### src/rtl/gray_world_pkg.sv
// Shared types and helpers for the gray-world auto white balance block.
//   awb_state_t : gain computation FSM states
//   unity_gain  : 1.0 expressed with a given number of fractional bits
//   saturate    : clamp an unsigned value to the largest w-bit value
//   chan_lsb    : LSB position of channel c in a packed bus (channel 0 in the MSBs)
package gray_world_pkg;

    typedef enum logic [2:0] {
        ST_IDLE,
        ST_SUMALL,
        ST_DIV,
        ST_NEXT,
        ST_READY
    } awb_state_t;

    function automatic longint unsigned unity_gain(input int unsigned frac);
        return 64'd1 << frac;
    endfunction

    function automatic longint unsigned saturate(input longint unsigned v, input int unsigned w);
        longint unsigned lim;
        lim = (64'd1 << w) - 64'd1;
        return (v > lim) ? lim : v;
    endfunction

    function automatic int unsigned chan_lsb(input int unsigned c, input int unsigned nch,
                                             input int unsigned w);
        return (nch - 1 - c) * w;
    endfunction

endpackage

### src/rtl/seq_div_uu.sv
// Unsigned restoring radix-2 divider, one quotient bit per cycle.
//   clk, rst     : clock, synchronous active-high reset
//   start        : begin a division (ignored while busy)
//   dividend     : DVD_W-bit dividend, sampled on start
//   divisor      : DVS_W-bit divisor, sampled on start
//   busy         : division in progress
//   done         : one-cycle pulse, quotient valid from this cycle until the next start
//   quotient     : DVD_W-bit result
//   div_by_zero  : divisor was zero for the current result
module seq_div_uu #(
    parameter int unsigned DVD_W = 40,
    parameter int unsigned DVS_W = 34
) (
    input  logic             clk,
    input  logic             rst,
    input  logic             start,
    input  logic [DVD_W-1:0] dividend,
    input  logic [DVS_W-1:0] divisor,
    output logic             busy,
    output logic             done,
    output logic [DVD_W-1:0] quotient,
    output logic             div_by_zero
);
    localparam int unsigned CNT_W = $clog2(DVD_W + 1);

    logic [CNT_W-1:0] cnt;
    logic [DVS_W-1:0] rem;
    logic [DVS_W-1:0] dvs;
    logic [DVS_W:0]   shifted;
    logic             fits;

    // The dividend is shifted out of the quotient register MSB-first while
    // quotient bits are shifted in at the bottom.
    always_comb begin
        shifted = {rem, quotient[DVD_W-1]};
        fits    = shifted >= {1'b0, dvs};
    end

    always_ff @(posedge clk) begin
        if (rst) begin
            busy        <= 1'b0;
            done        <= 1'b0;
            cnt         <= '0;
            rem         <= '0;
            dvs         <= '0;
            quotient    <= '0;
            div_by_zero <= 1'b0;
        end else begin
            done <= 1'b0;
            if (start && !busy) begin
                busy        <= 1'b1;
                cnt         <= CNT_W'(DVD_W);
                rem         <= '0;
                dvs         <= divisor;
                quotient    <= dividend;
                div_by_zero <= (divisor == '0);
            end else if (busy) begin
                rem      <= fits ? DVS_W'(shifted - {1'b0, dvs}) : shifted[DVS_W-1:0];
                quotient <= {quotient[DVD_W-2:0], fits};
                cnt      <= cnt - 1'b1;
                if (cnt == CNT_W'(1)) begin
                    busy <= 1'b0;
                    done <= 1'b1;
                end
            end
        end
    end

endmodule

### src/rtl/gray_world_awb.sv
// Gray-world auto white balance on an AXI4-Stream video path.
// Per-channel frame sums are gathered on accepted beats; at end of frame the
// gains S/(NCH*sum_c) are computed with one shared divider and committed at
// the next start of frame. Pixels pass through a 2-stage pipeline that
// multiplies each channel by its gain with rounding and saturation.
//   clk, rst        : clock, synchronous active-high reset
//   s_axis_*        : input stream (tuser = start of frame, tlast = end of line)
//   m_axis_*        : corrected output stream, latency 2 accepted beats
//   en              : 1 = apply gains, 0 = unity gain (statistics still gathered)
//   gains_o         : active gains, channel 0 in the MSBs
//   frame_done      : pulse when a new gain set is committed
//   stat_overrun    : pulse when a frame's statistics are dropped
module gray_world_awb
    import gray_world_pkg::*;
#(
    parameter int unsigned PIX_W     = 8,
    parameter int unsigned NCH       = 3,
    parameter int unsigned NLINE     = 349,
    parameter int unsigned NSCREEN   = 349,
    parameter int unsigned ACC_W     = 32,
    parameter int unsigned GAIN_FRAC = 8,
    parameter int unsigned GAIN_W    = 12
) (
    input  logic                    clk,
    input  logic                    rst,
    input  logic                    s_axis_tvalid,
    output logic                    s_axis_tready,
    input  logic                    s_axis_tuser,
    input  logic                    s_axis_tlast,
    input  logic [NCH*PIX_W-1:0]    s_axis_tdata,
    output logic                    m_axis_tvalid,
    input  logic                    m_axis_tready,
    output logic                    m_axis_tuser,
    output logic                    m_axis_tlast,
    output logic [NCH*PIX_W-1:0]    m_axis_tdata,
    input  logic                    en,
    output logic [NCH*GAIN_W-1:0]   gains_o,
    output logic                    frame_done,
    output logic                    stat_overrun
);
    localparam int unsigned DVD_W = ACC_W + GAIN_FRAC;
    localparam int unsigned DVS_W = ACC_W + ((NCH > 1) ? $clog2(NCH) : 1);
    localparam int unsigned CH_W  = (NCH > 1) ? $clog2(NCH) : 1;
    localparam int unsigned LN_W  = (NSCREEN > 1) ? $clog2(NSCREEN) : 1;
    localparam int unsigned PW    = PIX_W + GAIN_W + 1;
    localparam logic [GAIN_W-1:0] UNITY = GAIN_W'(unity_gain(GAIN_FRAC));
    localparam logic [PW-1:0]     ROUND = PW'(unity_gain(GAIN_FRAC - 1));

    if (NLINE == 0 || NSCREEN == 0 || GAIN_FRAC == 0 || GAIN_FRAC >= GAIN_W) begin : g_bad_params
        $error("gray_world_awb: invalid parameter set");
    end

    // ---------------- statistics ----------------
    logic             beat, eof;
    logic [LN_W-1:0]  line_cnt, line_base;
    logic [ACC_W-1:0] acc [NCH];
    logic [ACC_W-1:0] acc_add [NCH];
    logic [ACC_W-1:0] sums [NCH];
    logic [ACC_W-1:0] sum_all, total;

    awb_state_t       state, state_nx;
    logic [CH_W-1:0]  ch;
    logic [GAIN_W-1:0] pending [NCH];
    logic [GAIN_W-1:0] gains [NCH];
    logic [GAIN_W-1:0] q_clip;

    logic             div_start, div_busy, div_done, div_dz;
    logic [DVD_W-1:0] div_quo;
    logic [DVS_W-1:0] div_divisor;

    assign beat = s_axis_tvalid & s_axis_tready;

    // tuser restarts the line count before tlast is evaluated on the same beat.
    always_comb begin
        line_base = s_axis_tuser ? '0 : line_cnt;
        eof       = beat & s_axis_tlast & (line_base == LN_W'(NSCREEN - 1));
        for (int unsigned i = 0; i < NCH; i++) begin
            acc_add[i] = (s_axis_tuser ? '0 : acc[i])
                       + ACC_W'(s_axis_tdata[chan_lsb(i, NCH, PIX_W) +: PIX_W]);
        end
        sum_all = '0;
        for (int unsigned i = 0; i < NCH; i++) begin
            sum_all = sum_all + sums[i];
        end
    end

    always_ff @(posedge clk) begin
        if (rst) begin
            line_cnt     <= '0;
            stat_overrun <= 1'b0;
            for (int unsigned i = 0; i < NCH; i++) begin
                acc[i]  <= '0;
                sums[i] <= '0;
            end
        end else begin
            stat_overrun <= eof & (state != ST_IDLE);
            if (beat) begin
                if (s_axis_tlast) begin
                    line_cnt <= (line_base == LN_W'(NSCREEN - 1)) ? '0 : line_base + 1'b1;
                end else begin
                    line_cnt <= line_base;
                end
                for (int unsigned i = 0; i < NCH; i++) begin
                    acc[i] <= eof ? '0 : acc_add[i];
                    if (eof && state == ST_IDLE) begin
                        sums[i] <= acc_add[i];
                    end
                end
            end
        end
    end

    // ---------------- gain FSM ----------------
    always_ff @(posedge clk) begin
        if (rst) begin
            state <= ST_IDLE;
        end else begin
            state <= state_nx;
        end
    end

    always_comb begin
        state_nx  = state;
        div_start = 1'b0;
        unique case (state)
            ST_IDLE:   if (eof) state_nx = ST_SUMALL;
            ST_SUMALL: state_nx = ST_DIV;
            ST_DIV: begin
                // Kick the divider once on entry; the done cycle moves on.
                div_start = ~div_busy & ~div_done;
                if (div_done) state_nx = ST_NEXT;
            end
            ST_NEXT:   state_nx = (ch == CH_W'(NCH - 1)) ? ST_READY : ST_DIV;
            ST_READY:  if (beat && s_axis_tuser) state_nx = ST_IDLE;
            default:   state_nx = ST_IDLE;
        endcase
    end

    assign div_divisor = DVS_W'(sums[ch]) * DVS_W'(NCH);
    assign q_clip      = div_dz ? '1 : GAIN_W'(saturate(64'(div_quo), GAIN_W));

    seq_div_uu #(
        .DVD_W(DVD_W),
        .DVS_W(DVS_W)
    ) u_div (
        .clk         (clk),
        .rst         (rst),
        .start       (div_start),
        .dividend    ({total, {GAIN_FRAC{1'b0}}}),
        .divisor     (div_divisor),
        .busy        (div_busy),
        .done        (div_done),
        .quotient    (div_quo),
        .div_by_zero (div_dz)
    );

    always_ff @(posedge clk) begin
        if (rst) begin
            total      <= '0;
            ch         <= '0;
            frame_done <= 1'b0;
            for (int unsigned i = 0; i < NCH; i++) begin
                pending[i] <= UNITY;
                gains[i]   <= UNITY;
            end
        end else begin
            frame_done <= 1'b0;
            if (state == ST_SUMALL) begin
                total <= sum_all;
                ch    <= '0;
            end
            if (state == ST_NEXT) begin
                pending[ch] <= q_clip;
                if (ch != CH_W'(NCH - 1)) ch <= ch + 1'b1;
            end
            // Commit only on an accepted start of frame, so gains never change mid-frame.
            if (state == ST_READY && beat && s_axis_tuser) begin
                frame_done <= 1'b1;
                for (int unsigned i = 0; i < NCH; i++) begin
                    gains[i] <= pending[i];
                end
            end
        end
    end

    always_comb begin
        gains_o = '0;
        for (int unsigned i = 0; i < NCH; i++) begin
            gains_o[chan_lsb(i, NCH, GAIN_W) +: GAIN_W] = gains[i];
        end
    end

    // ---------------- 2-stage datapath ----------------
    logic                 s1_valid, s1_user, s1_last, s1_en;
    logic [NCH*PIX_W-1:0] s1_data, s2_data;
    logic                 s2_adv;

    assign s2_adv        = ~m_axis_tvalid | m_axis_tready;
    assign s_axis_tready = ~rst & (~s1_valid | s2_adv);

    always_comb begin
        s2_data = '0;
        for (int unsigned i = 0; i < NCH; i++) begin
            logic [GAIN_W-1:0] g;
            logic [PW-1:0]     prod;
            g    = s1_en ? gains[i] : UNITY;
            prod = PW'(s1_data[chan_lsb(i, NCH, PIX_W) +: PIX_W]) * PW'(g) + ROUND;
            s2_data[chan_lsb(i, NCH, PIX_W) +: PIX_W] =
                PIX_W'(saturate(64'(prod >> GAIN_FRAC), PIX_W));
        end
    end

    always_ff @(posedge clk) begin
        if (rst) begin
            s1_valid      <= 1'b0;
            s1_user       <= 1'b0;
            s1_last       <= 1'b0;
            s1_en         <= 1'b0;
            s1_data       <= '0;
            m_axis_tvalid <= 1'b0;
            m_axis_tuser  <= 1'b0;
            m_axis_tlast  <= 1'b0;
            m_axis_tdata  <= '0;
        end else begin
            if (s_axis_tready) begin
                s1_valid <= s_axis_tvalid;
                if (s_axis_tvalid) begin
                    s1_user <= s_axis_tuser;
                    s1_last <= s_axis_tlast;
                    s1_en   <= en;
                    s1_data <= s_axis_tdata;
                end
            end
            if (s2_adv) begin
                m_axis_tvalid <= s1_valid;
                if (s1_valid) begin
                    m_axis_tuser <= s1_user;
                    m_axis_tlast <= s1_last;
                    m_axis_tdata <= s2_data;
                end
            end
        end
    end

endmodule
### config.mk
export PLATFORM = sky130hd
export DESIGN_NAME = gray_world_awb
export DESIGN_NICKNAME = d
export VERILOG_FILES = /design/src/rtl/gray_world_pkg.sv /design/src/rtl/seq_div_uu.sv /design/src/rtl/gray_world_awb.sv
export SDC_FILE = /design/constraint.sdc
export NUM_CORES = 2
export LEC_CHECK = 0
export ABC_AREA = 1
export BUFFER_PORTS_ARGS = -buffer_cell sky130_fd_sc_hd__buf_2
export CAP_MARGIN = 20
export CORE_MARGIN = 8
export CORE_UTILIZATION = 40
export DETAILED_ROUTE_END_ITERATION = 12
export GPL_ROUTABILITY_DRIVEN = 0
export PLACE_DENSITY_LB_ADDON = 0.25
export SYNTH_ARGS = -nofsm -noshare
export SYNTH_HDL_FRONTEND = slang
export SYNTH_SLANG_ARGS = --single-unit
### constraint.sdc
create_clock -name clk -period 7.6 [get_ports clk]
set_input_delay 1.14 -clock clk [delete_from_list [all_inputs] [get_ports clk]]
set_output_delay 1.14 -clock clk [all_outputs]
set_load 0.005 [all_outputs]
==> impl_metrics.toml <==
[run_status]
status = "completed"

[global_route]
grt_max_degree = 73
busiest_layer = "met2"
met1_usage = 0.269
grt_use_total = 0.199
use_met2 = 0.330
grt_pass1_vias = 32200
grt_pass1_wl_um = 174000
grt_antenna_before_repair = 2
grt.met3_usage = 0.0231
grt_overflow = 0

[yosys]
synth-seq-area-share = 0.317
ys_ff_latch = 484
synth_compound_area_frac = 0.106
synthXorXnorAreaFrac = 0.0277
synth_cell_types = 63
synth-edff-count = 264
synth.largest_area_cell = "edfxtp_1"
syn_avg_cell_area_um2 = 7.47
async_reset_ff_frac = 0
synthMuxAreaShare = 0
netlist_area_um2 = 38900
synth_top_family_by_area = "simple AND/OR/NAND/NOR gates"
ys_warn_count = 0
synth_cells = 5211
synth-adder-area-share = 0.198
ys_top_cells_by_area = "edfxtp_1 20%, dfxtp_1 11%, fa_1 11%"
synth.top_cell.area_share = 0.204
synth-simple-area-share = 0.243
synth_nets = 5729
synth_ff_type = "edfxtp_1"

[route]
first_iter_violations = 2716
vias = 33500
drcViolationCount = 0
via_per_inst = 5.09
finalWirelength_um = 109000
ant_nets = 0
firstDrtPassIters = 6
routedWlPerCell_um = 16.6

[floorplan]
core-area_um2 = 96600
core.rowCount = 114
die-height_um = 328
dieArea_um2 = 108000
initial_core_util = 0.403
io_pins = 97
die_w_um = 328

[placement]
dp_cells = 6478
dp_hpwl_um = 86000
io_buffers = 96

[sta]
max-slew-margin-rel = 0.358
final-hold-violation-count = 0
post-route-period-util = 0.818
rsz0062_at_grt = "no"
finalSetupTns_ps = 0
slew_viol_final = 0
finClkSkew_ps = 32.9
fin_crit_ps = 6210
worst_slew_pin_slew_ps = 960
max_freq_ghz = 0.161
setup_viol = 0

[critical_path]
path_cells = "inv_1 > nor2_1 > nor2_1 > fa_1 > fa_1 > fa_1 > inv_1 > fa_1 > inv_1 > ha_1 > a21oi_1 > o21ai_0 > a221oi_1 > nand2_1 > nand2_1 > nand3_1 > nor2_1 > nand3_1 > nand2_1 > inv_1"
critPathArrivalTime_ps = 6770
crit_type = "register to register"
end_kind = "register"
max_stage_delay_ps = 890
critPathSlowestCell = "dfxtp_2"
path_max_fanout = 46
required_ps = 8160
startpoint_type = "register"

[layout]
drive_gt1_frac = 0.0627
syn_to_final_growth_pct = 9.94
fin_nets = 5782
num_antenna_cells = 0
fin_cells = 6590

[clock_tree]
cts_sinks = 484
cts_setup_buffers = 0
clkLatencyLatePin_ps = 680
clk_pin_slew_ps = 60
cts_made_buffers = 58
h-tree-depth = 2
holdBufCountCts = 0
cts_tree = "yes"
ctsResizeCount = 0
root_buffer = "clkbuf_16"
clockBufferDepth = 3

[hold_path]
hold_class = "register to register"

[power]
ir_worst_vdd_v = 0.000241
total_leakage_power_nw = 20.1
p_per_area_nw_per_um2 = 208

[job]
maxCapViolations = 0
==> report_power, final <==
part	leakage, nW	internal (mW)	switching [mW]
clock	1.01	1.81	1.23
combinational	14.6	0.870	1.97
sequential	4.53	2.91	0.0998
==> worst max-delay path: cells and delay by family, from the launching register on <==
| kind | cells | cell delay [ps] |
|---|---|---|
| fa+ha+maj | 5 | 2440 |
| simple gates | 8 | 1500 |
| flops | 1 | 890 |
| compound gates | 3 | 760 |
| buf+inv | 4 | 530 |
==> sequential cells by signal, summed over array words and instances (netlist names), 2 cells and up <==
| name | count |
|---|---|
| u_div.cnt | 6 |
| acc | 96 |
| pending | 36 |
| m_axis_tdata | 24 |
| ch | 2 |
| total | 32 |
| s1_data | 24 |
| sums | 96 |
| line_cnt | 9 |
| u_div.quotient | 40 |
| gains | 36 |
| state | 3 |
| u_div.dvs | 34 |
| u_div.rem | 34 |
==> placed cells by master, fill, tap and decap left out, types with 23 or more instances in the layout <==
master and count:
a21oi_1 350, a31oi_1 25, buf_2 95, clkbuf_16 61, clkinv_1 23, dfxtp_1 218, edfxtp_1 264, fa_1 214
ha_1 273, inv_1 949, nand2_1 1000, nand3_1 217, nand4_1 60, nor2_1 790, nor2_2 29, nor3_1 60
nor4_1 24, o211ai_1 23, o21ai_0 188, o22ai_1 47, or2_2 24, xnor2_1 48, xor2_1 75
==> cell usage after synthesis, types with 5 or more instances <==
library cell / number
clkinv_1: 18
nor3_2: 5
nand3b_1: 12
a21o_1: 22
o22ai_1: 47
fa_1: 214
o21bai_1: 17
inv_2: 19
nor3_1: 60
nor2_4: 12
inv_1: 949
nand2_1: 1004
nor2_1: 793
a221oi_1: 7
edfxtp_1: 264
a31oi_1: 25
nor2_2: 26
nand2_2: 5
a21oi_1: 350
o211ai_1: 23
nand3_1: 217
clkbuf_1: 93
o21a_1: 5
o221ai_1: 5
o21ai_1: 10
buf_2: 10
or2_1: 7
xor2_1: 75
o21ai_0: 188
nand4_1: 60
xnor2_1: 48
or2_2: 24
buf_6: 5
a22oi_1: 12
nor4_1: 24
ha_1: 273
dfxtp_1: 220
buf_1: 14
==> worst paths after layout <==
path	startpoint	to	slack [ps]	cells after the start
hold / removal	s1_last$_SDFFE_PP0P_	m_axis_tlast$_SDFFE_PP0P_	460	2
hold reg to reg	s1_last$_SDFFE_PP0P_	m_axis_tlast$_SDFFE_PP0P_	460	2
setup reg to reg	s1_en$_SDFFE_PP0P_	m_axis_tdata[23]$_SDFFE_PP0P_	1390	20
setup / recovery	s1_en$_SDFFE_PP0P_	m_axis_tdata[23]$_SDFFE_PP0P_	1390	20
==> area by class of cell <==
type                       instances  area [um^2]
clock buffer                      73         1640
inverter                         987         3710
tap                             1276         1600
timing repair buffer             119          683
clock inverter                    37          459
multi-input combinational       3614        22400
sequential                       484        12300
fill                            9868        53800
==> routing by layer <==
| metal | vias to the layer above | routed length, um | share of wire |
|---|---|---|---|
| li1 | 16700 | - | - |
| met3 | 168 | 5620 | 0.051 |
| met5 | - | 0 | 0 |
| met1 | 15700 | 50100 | 0.46 |
| met2 | 921 | 49900 | 0.46 |
| met4 | 0 | 3780 | 0.035 |
==> through the flow <==
stage | setup slack [ps] | area [um^2] | util | hold slack (ps) | power [mW]
finish | 1390 | 42800 | 0.443 | 461 | 8.88
global route | 987 | 42800 | 0.443 | 486 | 9.40
CTS | 1450 | 42800 | 0.443 | 463 | 8.94
detailed placement | 1450 | 40700 | 0.421 | 451 | 5.87
global placement | 1600 | 40700 | 0.421 | 451 | 5.86
floorplan | 1730 | 38900 | - | 425 | 5.18
==> cell families (layout without fill, tap and decap cells) <==
| kind of cell | after synthesis | in the layout |
|---|---|---|
| and+or+nand+nor | 2266 | 2266 |
| buffers and inverters | 1113 | 1216 |
| AOI/OAI and AO/OA | 738 | 738 |
| adders and majority gates | 487 | 487 |
| DFF | 484 | 484 |
| xor gates and xnor gates | 123 | 123 |
Note: power is estimated with default switching activity, not from simulation.
